[config.mk]
export PLATFORM = sky130hd
export DESIGN_NAME = ofdm_frame_sched
export DESIGN_NICKNAME = d
export VERILOG_FILES = /design/src/rtl/ofdm_frame_sched.sv
export SDC_FILE = /design/constraint.sdc
export NUM_CORES = 1
export LEC_CHECK = 0
export CORE_AREA = 2 2 73 75
export CTS_CLUSTER_SIZE = 40
export DETAILED_ROUTE_END_ITERATION = 12
export DIE_AREA = 0 0 75 77
export GPL_TIMING_DRIVEN = 1
export PLACE_DENSITY = 0.85
export SLEW_MARGIN = 20
export SYNTH_ARGS = -nofsm -noshare
export SYNTH_HDL_FRONTEND = slang
export SYNTH_SLANG_ARGS = --single-unit
[constraint.sdc]
create_clock -name clk -period 4.2 [get_ports clk]
set_input_delay 1.26 -clock clk [delete_from_list [all_inputs] [get_ports clk]]
set_output_delay 1.26 -clock clk [all_outputs]
set_load 0.02 [all_outputs]
[src/rtl/ofdm_frame_sched.sv]
// OFDM frame/symbol scheduler: search/track FSM, frame counter realignment and per-symbol FFT strobes.
// Define SCHED_STATS_EN to drive the frame_cnt / miss_cnt statistics outputs.
module ofdm_frame_sched #(
    parameter int N_symb   = 50,
    parameter int fftsize  = 1024,
    parameter int cpsize   = 32,
    parameter int SOP_LAT  = 21,
    parameter int WIN      = 3,
    parameter int MAX_MISS = 4,
    localparam int SYM_W   = (N_symb > 1) ? $clog2(N_symb) : 1
) (
    input  logic              clk,
    input  logic              rst,
    input  logic              sop_in,
    input  logic              found_sync,
    input  logic signed [5:0] delay_sop,
    input  logic              fft_ready,
    output logic [1:0]        state,
    output logic              locked,
    output logic              frame_start,
    output logic              sym_start,
    output logic              samp_valid,
    output logic [SYM_W-1:0]  sym_idx,
    output logic              sym_drop,
    output logic              lost,
    output logic signed [5:0] frame_delay,
    output logic [15:0]       frame_cnt,
    output logic [3:0]        miss_cnt
);

    localparam int N_SPFR  = fftsize + cpsize;
    localparam int L_FRAME = N_symb * N_SPFR;
    localparam int POS_W   = $clog2(L_FRAME);
    localparam int SP_W    = $clog2(N_SPFR);
`ifdef SCHED_STATS_EN
    localparam int MISS_W  = 4;
`else
    localparam int MISS_W  = $clog2(MAX_MISS + 1);
`endif

    localparam logic [POS_W-1:0] POS_LAST = POS_W'(L_FRAME - 1);
    localparam logic [POS_W-1:0] POS_LAT  = POS_W'(SOP_LAT);
    localparam logic [POS_W-1:0] WIN_LO   = POS_W'((SOP_LAT - 1 - WIN + L_FRAME) % L_FRAME);
    localparam logic [POS_W-1:0] WIN_HI   = POS_W'((SOP_LAT - 1 + WIN) % L_FRAME);
    localparam logic [POS_W-1:0] MISS_POS = POS_W'((SOP_LAT + WIN) % L_FRAME);
    localparam logic [SP_W-1:0]  SP_LAST  = SP_W'(N_SPFR - 1);
    localparam logic [SP_W-1:0]  SP_LAT   = SP_W'(SOP_LAT);
    localparam logic [SP_W-1:0]  SP_CP    = SP_W'(cpsize);
    localparam logic [MISS_W-1:0] MISS_MAX = MISS_W'(MAX_MISS);
    localparam bit WIN_WRAP = (WIN_LO > WIN_HI);

    typedef enum logic {SEARCH = 1'b0, TRACK = 1'b1} state_t;

    state_t             st, st_nxt;
    logic [POS_W-1:0]   pos;
    logic [SP_W-1:0]    sp;
    logic [SYM_W-1:0]   sym;
    logic [MISS_W-1:0]  miss_q;
    logic               hit_seen;
    logic               acc;
    logic               lost_q;
    logic signed [5:0]  delay_q;
    logic               trk, in_win, at_cp;
    logic               acquire, hit, miss, drop_trk;

    assign trk    = (st == TRACK);
    assign in_win = WIN_WRAP ? ((pos >= WIN_LO) || (pos <= WIN_HI))
                             : ((pos >= WIN_LO) && (pos <= WIN_HI));
    assign at_cp  = trk && (sp == SP_CP);

    always_ff @(posedge clk or negedge rst) begin
        if (!rst) begin
            st     <= SEARCH;
            lost_q <= 1'b0;
        end else begin
            st     <= st_nxt;
            lost_q <= drop_trk;
        end
    end

    // Loss has priority over a same-cycle hit; a hit suppresses a same-cycle miss.
    always_comb begin
        st_nxt   = st;
        acquire  = 1'b0;
        hit      = 1'b0;
        miss     = 1'b0;
        drop_trk = 1'b0;
        case (st)
            SEARCH: begin
                if (sop_in && found_sync) begin
                    acquire = 1'b1;
                    st_nxt  = TRACK;
                end
            end
            TRACK: begin
                hit  = sop_in && in_win;
                miss = (pos == MISS_POS) && !hit_seen && !hit;
                if (!found_sync || (miss_q >= MISS_MAX)) begin
                    st_nxt   = SEARCH;
                    drop_trk = 1'b1;
                end
            end
            default: st_nxt = SEARCH;
        endcase
    end

    always_ff @(posedge clk or negedge rst) begin
        if (!rst) begin
            pos      <= '0;
            sp       <= '0;
            sym      <= '0;
            miss_q   <= '0;
            hit_seen <= 1'b0;
            acc      <= 1'b0;
            delay_q  <= '0;
        end else if (!trk) begin
            acc <= 1'b0;
            if (acquire) begin
                pos      <= POS_LAT;
                sp       <= SP_LAT;
                sym      <= '0;
                miss_q   <= '0;
                hit_seen <= 1'b1;
                delay_q  <= delay_sop;
            end
        end else if (drop_trk) begin
            pos      <= '0;
            sp       <= '0;
            sym      <= '0;
            miss_q   <= '0;
            hit_seen <= 1'b0;
            acc      <= 1'b0;
        end else begin
            if (sp == SP_CP)
                acc <= fft_ready;
            if (hit) begin
                pos      <= POS_LAT;
                sp       <= SP_LAT;
                sym      <= '0;
                miss_q   <= '0;
                hit_seen <= 1'b1;
                delay_q  <= delay_sop;
            end else begin
                // A fresh window opens: the next hit must be seen again.
                if (pos == WIN_LO)
                    hit_seen <= 1'b0;
                if (miss)
                    miss_q <= miss_q + 1'b1;
                if (pos == POS_LAST) begin
                    pos <= '0;
                    sp  <= '0;
                    sym <= '0;
                end else begin
                    pos <= pos + 1'b1;
                    if (sp == SP_LAST) begin
                        sp  <= '0;
                        sym <= sym + 1'b1;
                    end else begin
                        sp  <= sp + 1'b1;
                    end
                end
            end
        end
    end

`ifdef SCHED_STATS_EN
    logic [15:0] frame_cnt_q;

    always_ff @(posedge clk or negedge rst) begin
        if (!rst)
            frame_cnt_q <= '0;
        else if (drop_trk)
            frame_cnt_q <= '0;
        else if (frame_start && (frame_cnt_q != 16'hFFFF))
            frame_cnt_q <= frame_cnt_q + 16'd1;
    end

    assign frame_cnt = frame_cnt_q;
    assign miss_cnt  = miss_q;
`else
    assign frame_cnt = '0;
    assign miss_cnt  = '0;
`endif

    assign state       = {1'b0, st};
    assign locked      = trk;
    assign frame_start = trk && (pos == '0);
    assign sym_start   = at_cp && fft_ready;
    assign sym_drop    = at_cp && !fft_ready;
    assign samp_valid  = trk && ((sp == SP_CP) ? fft_ready : ((sp > SP_CP) && acc));
    assign sym_idx     = sym;
    assign lost        = lost_q;
    assign frame_delay = delay_q;

endmodule

Yosys cells after proc, flatten, opt, wreduce, memory -nomap -nowiden --
Index checks and enable logic that the tools add are counted.
Word-level totals: bits of input ports 11, output and inout bits 40, bits in registers 46, word-level logic and storage cells 94
Cells by class: $add $sub $neg 4, mux-type cells 43, bitwise operators 1, eq/ne operators 11, reduce and logical (&&, ||, !) cells 22, magnitude comparators 4
Operators by type and width (count):
- 2-to-1 mux 16 bit | 5
- 2-to-1 mux 11 bit | 6
- 2-to-1 mux 6 bit | 10
- equality test 16 x 5 -> 1 bit (second input constant) | 2
- adder 16 x 1 -> 16 bit (second input constant) | 1
- equality test 16 bit (second input constant) | 1
- >= comparator 16 x 5 -> 1 bit (second input constant) | 1
- less-or-equal comparator 16 x 5 -> 1 bit (second input constant) | 1
- zero test 16 bit | 1
- 2-to-1 mux 1 bit | 16
- 2-to-1 mux 3 bit | 5
- adder 11 x 1 -> 11 bit (second input constant) | 1
- equality test 11 bit (second input constant) | 1
- equality test 11 x 6 -> 1 bit (second input constant) | 1
- greater-than comparator 11 x 6 -> 1 bit (second input constant) | 1
- logical AND 1 bit | 11
- inequality test 4 x 1 -> 1 bit (second input constant) | 2
- adder 6 x 1 -> 6 bit (second input constant) | 1
- AND reduction 2 bit | 3
- inequality test 5 x 1 -> 1 bit (second input constant) | 1
- zero test 1 bit | 4
- adder 3 x 1 -> 3 bit (second input constant) | 1
- >= comparator 3 bit (second input constant) | 1
- inequality test 3 x 1 -> 1 bit (second input constant) | 1
- 7 further kinds | 7

Longest topological paths before layout --
Gate-level depths: netlist of run 1.
word-level depth 10, mapped depth 9, depth with buffers taken out 7

Worst setup path before layout of run 1 --
OpenSTA, ideal clock, no wires.
path type register to output, from register sp[8], to output port samp_valid, slack 1.052 ns, arrival 1.888 ns, data required time 2.940 ns, stages on the path, launching flop included 6, cells stage by stage dfrtp_1 -> or4_1 -> nor2_1 -> and4_1 -> nand2_1 -> a21boi_0
Between the ends: word-level cells in the longest chain between the ends 4
RTL lines:
- start: declaration | line 56 | logic [SP_W-1:0] sp;
- start signal: assignment | line 159 | sp <= sp + 1'b1;
- greater-than comparator 11 x 6 -> 1 bit | line 190 | assign samp_valid = trk && ((sp == SP_CP) ? fft_ready : ((sp > SP_CP) && acc));
- logical AND 1 bit | line 190
- 2-to-1 mux 1 bit (*) | line 190
- logical AND 1 bit (*) | line 190
- end: declaration | line 22 | output logic samp_valid,
Every way passes the cells marked *; elsewhere a longest branch is shown, timed or not.

Final worst setup path of run 1 --
Ends and elaborated chain as after synthesis.

==> flow_summary.ini, run 1 <==
[timing]
period_share = 0.933
finalMaxSlewViolations = 0
fmax_mhz = 255
setup_viol = 0
hold_viol = 0
period_needed_ns = 3.92
rsz0062_at_grt = false
tns_ns = 0
skew_ns = 0.0104
max_slew.worst_pin.slew_ns = 0.601
slew_headroom = 0.593

[global_routing]
grt_pass1_vias = 1943
grt_pass1_wl_um = 8940
antenna_found_initial = 0
grt_start_max_net_pins = 47
grt_overflow = 0
grt_usage = 0.199

[finish]
fin_area_mm2 = 0.00301
areaGrowthSynthToFinish_pct = 11.7
nFillCells = 442
multi_input_area_mm2 = 0.00136
final_cell_mix = 46 x dfrtp_1, 38 x nor2_1, 28 x clkdlybuf4s50_1
drive_gt1_frac = 0.0749
final_nets = 325
final_common_cell = dfrtp_1
register_area_mm2 = 0.00115
antenna_cells = 0

[power_and_ir_drop]
switching_power_uw = 470
leakagePower_uw = 0.00126
share_comb_of_total_power = 0.336
sw_frac_of_total = 0.361
vdd_drop_max_uv = 349
p_per_area_mw_per_mm2 = 432
p_seq_frac = 0.468
internal_power_uw = 831
p_total_uw = 1300
p_clk_frac = 0.196

[cts]
cts_tree = built
clk_pin_slew_ns = 0.09
cts_made_buffers = 5
clk_latency_ns = 0.30
max-clock-path-buffers = 2
cts_root_buf = clkbuf_8
post_cts_buffers = 0
clock_sinks = 46
htree_levels = 2
cts_resized = 0
hold_buffers = 0

[outcome]
outcome = complete, no violations

[synthesis]
ys_async_sr_fraction = 1.00
synth-compound-area-share = 0.0881
ys_types = 52
ys.flop_type = dfrtp_1
yosysWarnings = 0
syn_area_mm2 = 0.00270
ys_seq_area_frac = 0.427
syn_avg_cell_area_um2 = 9.57
synth_mux_area_frac = 0.0362
synth_simple_gate_area_frac = 0.247
synth_edf_count = 0
synthAdderAreaFrac = 0.0325
synthCells = 282
synth_top_family_by_area = simple AND/OR/NAND/NOR gates
synth-xor-area-share = 0.0714
ys_ff_latch = 46

[route]
route.detailed.drc = 0
wl_per_cell_um = 13.6
viasPerCell = 5.33
met3_length_um = 267
detail_route.iter0.violations = 143
num_vias = 2011
drt_first_pass_iters = 4
drtAntennaViolNets = 0
met2_wirelength_um = 2410
highest_layer = met4
drt-total-wl_um = 5120
met1_length_um = 2350

[floorplanning]
rows = 26
core_mm2 = 0.00498
start_util = 0.542
die-height_um = 77
die-width_um = 75
io-pin-count = 51
die_area_mm2 = 0.00578

[critical_path]
crit_fanout = 4
worstSetupEndpointType = output port
reg2regPathDepth = 7
critical_path_class = reg -> out
start_kind = flop
crit_required_ns = 2.94
worstPathArrival_ns = 2.66

[placement]
io_buffers = 29
hpwlAfterDp_um = 3790
place_congestion = 0.874
placed_area_mm2 = 0.00293

[hold_path]
hp-class = reg -> reg
whs_path_depth = 1

[run]
drv_cap = 0
-- power groups by stage --
stage	registers, µW	logic [µW]	clock network (µW)
detailed placement	617	437	0
CTS	609	439	261
finish	609	437	255
floorplan	623	291	0
global route	622	481	278
global placement	611	423	0
-- final cells by class --
type | instances | share of cell area
sequential | 46 | 0.382
tap | 70 | 0.0291
clock buffer | 6 | 0.0241
inverter | 10 | 0.0125
clock inverter | 1 | 0.00249
multi-input combinational | 214 | 0.452
timing repair buffer | 30 | 0.0980
-- worst max-delay path, stage by stage (launching register included) --
cell	delay, ns
dfrtp_1	0.42
or4_1	0.64
nor2_1	0.16
and4_1	0.25
nand2_1	0.08
a21boi_0	0.17
clkdlybuf4s50_1	0.64
-- stage by stage --
stage	setup slack, ns	hold WS (ns)	util	instances
after global routing	0.167	0.529	0.605	377
after floorplan	1.05	0.473	-	302
after CTS	0.279	0.516	0.605	377
final	0.283	0.512	0.605	377
after detailed placement	0.287	0.497	0.589	370
after global placement	0.360	0.472	0.589	370
-- layer usage --
metal,track usage,vias to the layer above
met2,0.311,68
met5,0,-
li1,-,988
met1,0.270,948
met3,0.0394,7
met4,0.0750,0
-- flip-flops by register name, indices dropped and copies added, names as in the netlist --
name,cells
pos,16
sp,11
frame_delay,6
sym_idx,6
miss_q,3
acc,1
hit_seen,1
locked,1
lost,1
-- cell families (layout without fill, tap and decap cells) --
group / Yosys count / count (layout)
adder cells (fa/ha/maj): 7 / 7
AND/OR/NAND/NOR: 126 / 126
AO/OA/AOI/OAI: 29 / 29
other: 1 / 21
multiplexers: 9 / 9
flip-flops: 46 / 46
buffers and inverters: 42 / 47
XOR/XNOR: 22 / 22
-- synth_stat cells (4+ instances only) --
cell / number / area share
dfrtp_1: 46 / 0.43
nor2_1: 38 / 0.053
nand2_1: 25 / 0.035
buf_4: 22 / 0.061
xnor2_1: 14 / 0.045
nand3_1: 12 / 0.022
nand4_1: 12 / 0.028
inv_1: 10 / 0.014
nor3_1: 8 / 0.015
xor2_1: 8 / 0.026
ha_1: 7 / 0.032
nor2b_1: 6 / 0.014
a221o_1: 5 / 0.019
and3_1: 5 / 0.012
mux2_2: 5 / 0.021
o21ai_0: 5 / 0.0093
buf_2: 4 / 0.0074
-- final timing paths --
| path | start | endpoint | slack, ns |
|---|---|---|---|
| min in group asynchronous | rst | acc | 0.96 |
| setup reg to reg | pos[0] | pos[11] | 1.74 |
| hold reg to reg | hit_seen | hit_seen | 0.51 |
| setup / recovery | sp[8] | samp_valid | 0.28 |
| max in group asynchronous | rst | sp[5] | 2.87 |
| hold / removal | hit_seen | hit_seen | 0.51 |
(Power assumes the default switching activity.)
==> inputs of run 2 (changes only) <==
--- a/config.mk
+++ b/config.mk
@@ -15,3 +15,4 @@
 export SYNTH_ARGS = -nofsm -noshare
 export SYNTH_HDL_FRONTEND = slang
 export SYNTH_SLANG_ARGS = --single-unit
+export TNS_END_PERCENT = 100
==> results of run 2 <==
No change in the layout: final DEF, timing and power equal those of run 1.
==> inputs of run 3 (changes only) <==
--- a/config.mk
+++ b/config.mk
@@ -5,10 +5,11 @@
 export SDC_FILE = /design/constraint.sdc
 export NUM_CORES = 1
 export LEC_CHECK = 0
-export CORE_AREA = 2 2 73 75
+export CORE_AREA = 2 2 66 68
 export CTS_CLUSTER_SIZE = 40
 export DETAILED_ROUTE_END_ITERATION = 12
-export DIE_AREA = 0 0 75 77
+export DIE_AREA = 0 0 68 70
+export DONT_BUFFER_PORTS = 1
 export GPL_TIMING_DRIVEN = 1
 export PLACE_DENSITY = 0.85
 export SLEW_MARGIN = 20
==> run 3 against run 2 <==
Sequential power rose by 8.4%. Combinational power fell by 32%. Register-to-register slack barely moved. Core utilization rose by 5.0 points. Clock skew barely moved. Routed wire length fell by 4.2%. Cell count fell by 12%. Setup slack improved by 0.34 ns. Global-route usage rose by 3.4 points. Largest cell class unchanged. Largest power group unchanged. Highest routed layer unchanged.
==> flow_summary.ini, run 3 (synthesized netlist as in run 1, its figures left out) <==
[power_and_ir_drop]
p_total_uw = 1220
vdd_drop_max_uv = 394
p_per_area_mw_per_mm2 = 450
leakagePower_uw = 0.00117

[global_routing]
grt_pass1_vias = 1846
grt_overflow = 0
grt_start_max_net_pins = 47
antenna_found_initial = 0
grt_pass1_wl_um = 8380
grt_usage = 0.233

[cts]
cts_root_buf = clkbuf_8
clk_latency_ns = 0.30
cts_made_buffers = 5
hold_buffers = 0
htree_levels = 2
cts_tree = built
max-clock-path-buffers = 2
cts_resized = 0
clock_sinks = 46
post_cts_buffers = 0
clk_pin_slew_ns = 0.09

[critical_path]
worstPathArrival_ns = 2.32
cp_num_buf_inv = 0
crit_fanout = 4
cp_top_family = simple AND/OR/NAND/NOR gates
crit_required_ns = 2.94
crit_slowest_cell = or4_1
worstSetupEndpointType = output port
critical_path_class = reg -> out
critPathMaxStageDelay_ns = 0.60
worstPathCellList = or4_1 > nor2_1 > and4_1 > nand2_1 > a21boi_0
start_kind = flop

[finish]
nFillCells = 349
final_common_cell = dfrtp_1
areaGrowthSynthToFinish_pct = 0.696
antenna_cells = 0
final_nets = 297
top_regs = pos x16, sp x11
drive_gt1_frac = 0.0857
regMostFlops = pos
final_cell_mix = 46 x dfrtp_1, 38 x nor2_1, 25 x nand2_1
largest_reg_flops = 16

[timing]
period_share = 0.852
fmax_mhz = 279
setup_viol = 0
skew_ns = 0.0108
slew_headroom = 0.522
rsz0062_at_grt = false
max_slew.worst_pin.slew_ns = 0.717
hold_viol = 0
tns_ns = 0
period_needed_ns = 3.58
finalMaxSlewViolations = 0

[hold_path]
hp-class = reg -> reg

[floorplanning]
io-pin-count = 51
start_util = 0.651
die_area_mm2 = 0.00476
core_mm2 = 0.00414
rows = 24
die-width_um = 68
die-height_um = 70

[route]
viasPerCell = 5.73
drt-total-wl_um = 4900
detail_route.iter0.violations = 91
drtAntennaViolNets = 0
drt_first_pass_iters = 4
route.detailed.drc = 0
num_vias = 1903
wl_per_cell_um = 14.8

[placement]
place_congestion = 0.912
hpwlAfterDp_um = 3620
io_buffers = 0

[run]
drv_cap = 0

[outcome]
outcome = complete, no violations
==> run 3: power breakdown <==
group	internal (µW)	switching, µW	total [µW]
registers	520	139	660
logic	128	169	297
clock network	118	148	266
total	766	456	1220
==> run 3: final timing paths <==
path	from	end	slack (ns)	cells after the start
setup / recovery	sp[8]	samp_valid	0.62	5
hold / removal	hit_seen	hit_seen	0.53	1
setup reg to reg	pos[0]	pos[10]	1.74	7
hold reg to reg	hit_seen	hit_seen	0.53	1
max in group asynchronous	rst	frame_delay[3]	3.46	0
min in group asynchronous	rst	pos[13]	0.64	0
==> run 3: area by class of cell <==
class,count,area (µm²),area share
Sequential cell,46,1150,0.424
Multi-Input combinational cell,214,1360,0.501
Clock buffer,6,72.6,0.0267
Tap cell,52,65.1,0.0240
Timing Repair Buffer,2,15.0,0.00553
Inverter,10,37.5,0.0138
Clock inverter,2,13.8,0.00507
==> run 3: stage by stage <==
| stage | utilization | hold slack, ns | cell area, µm² | setup slack (ns) | std cells |
|---|---|---|---|---|---|
| 2_1_floorplan | - | 0.473 | 2770 | 1.05 | 302 |
| 6_report | 0.655 | 0.529 | 2720 | 0.620 | 332 |
| 3_5_place_dp | 0.635 | 0.512 | 2630 | 0.946 | 324 |
| 5_1_grt | 0.655 | 0.549 | 2720 | 0.475 | 332 |
| 4_1_cts | 0.655 | 0.532 | 2720 | 0.612 | 332 |
| 3_3_place_gp | 0.635 | 0.493 | 2630 | 1.00 | 324 |
==> run 3: metal layers <==
metal  up-vias  GRT usage  routed length, µm  part of all wire
met1       919      0.336               2250              0.46
met2        43      0.347               2350              0.48
met5         -          0                  0                 0
met4         0     0.0844                 61             0.012
met3         7     0.0451                242             0.049
li1        934          -                  -                 -
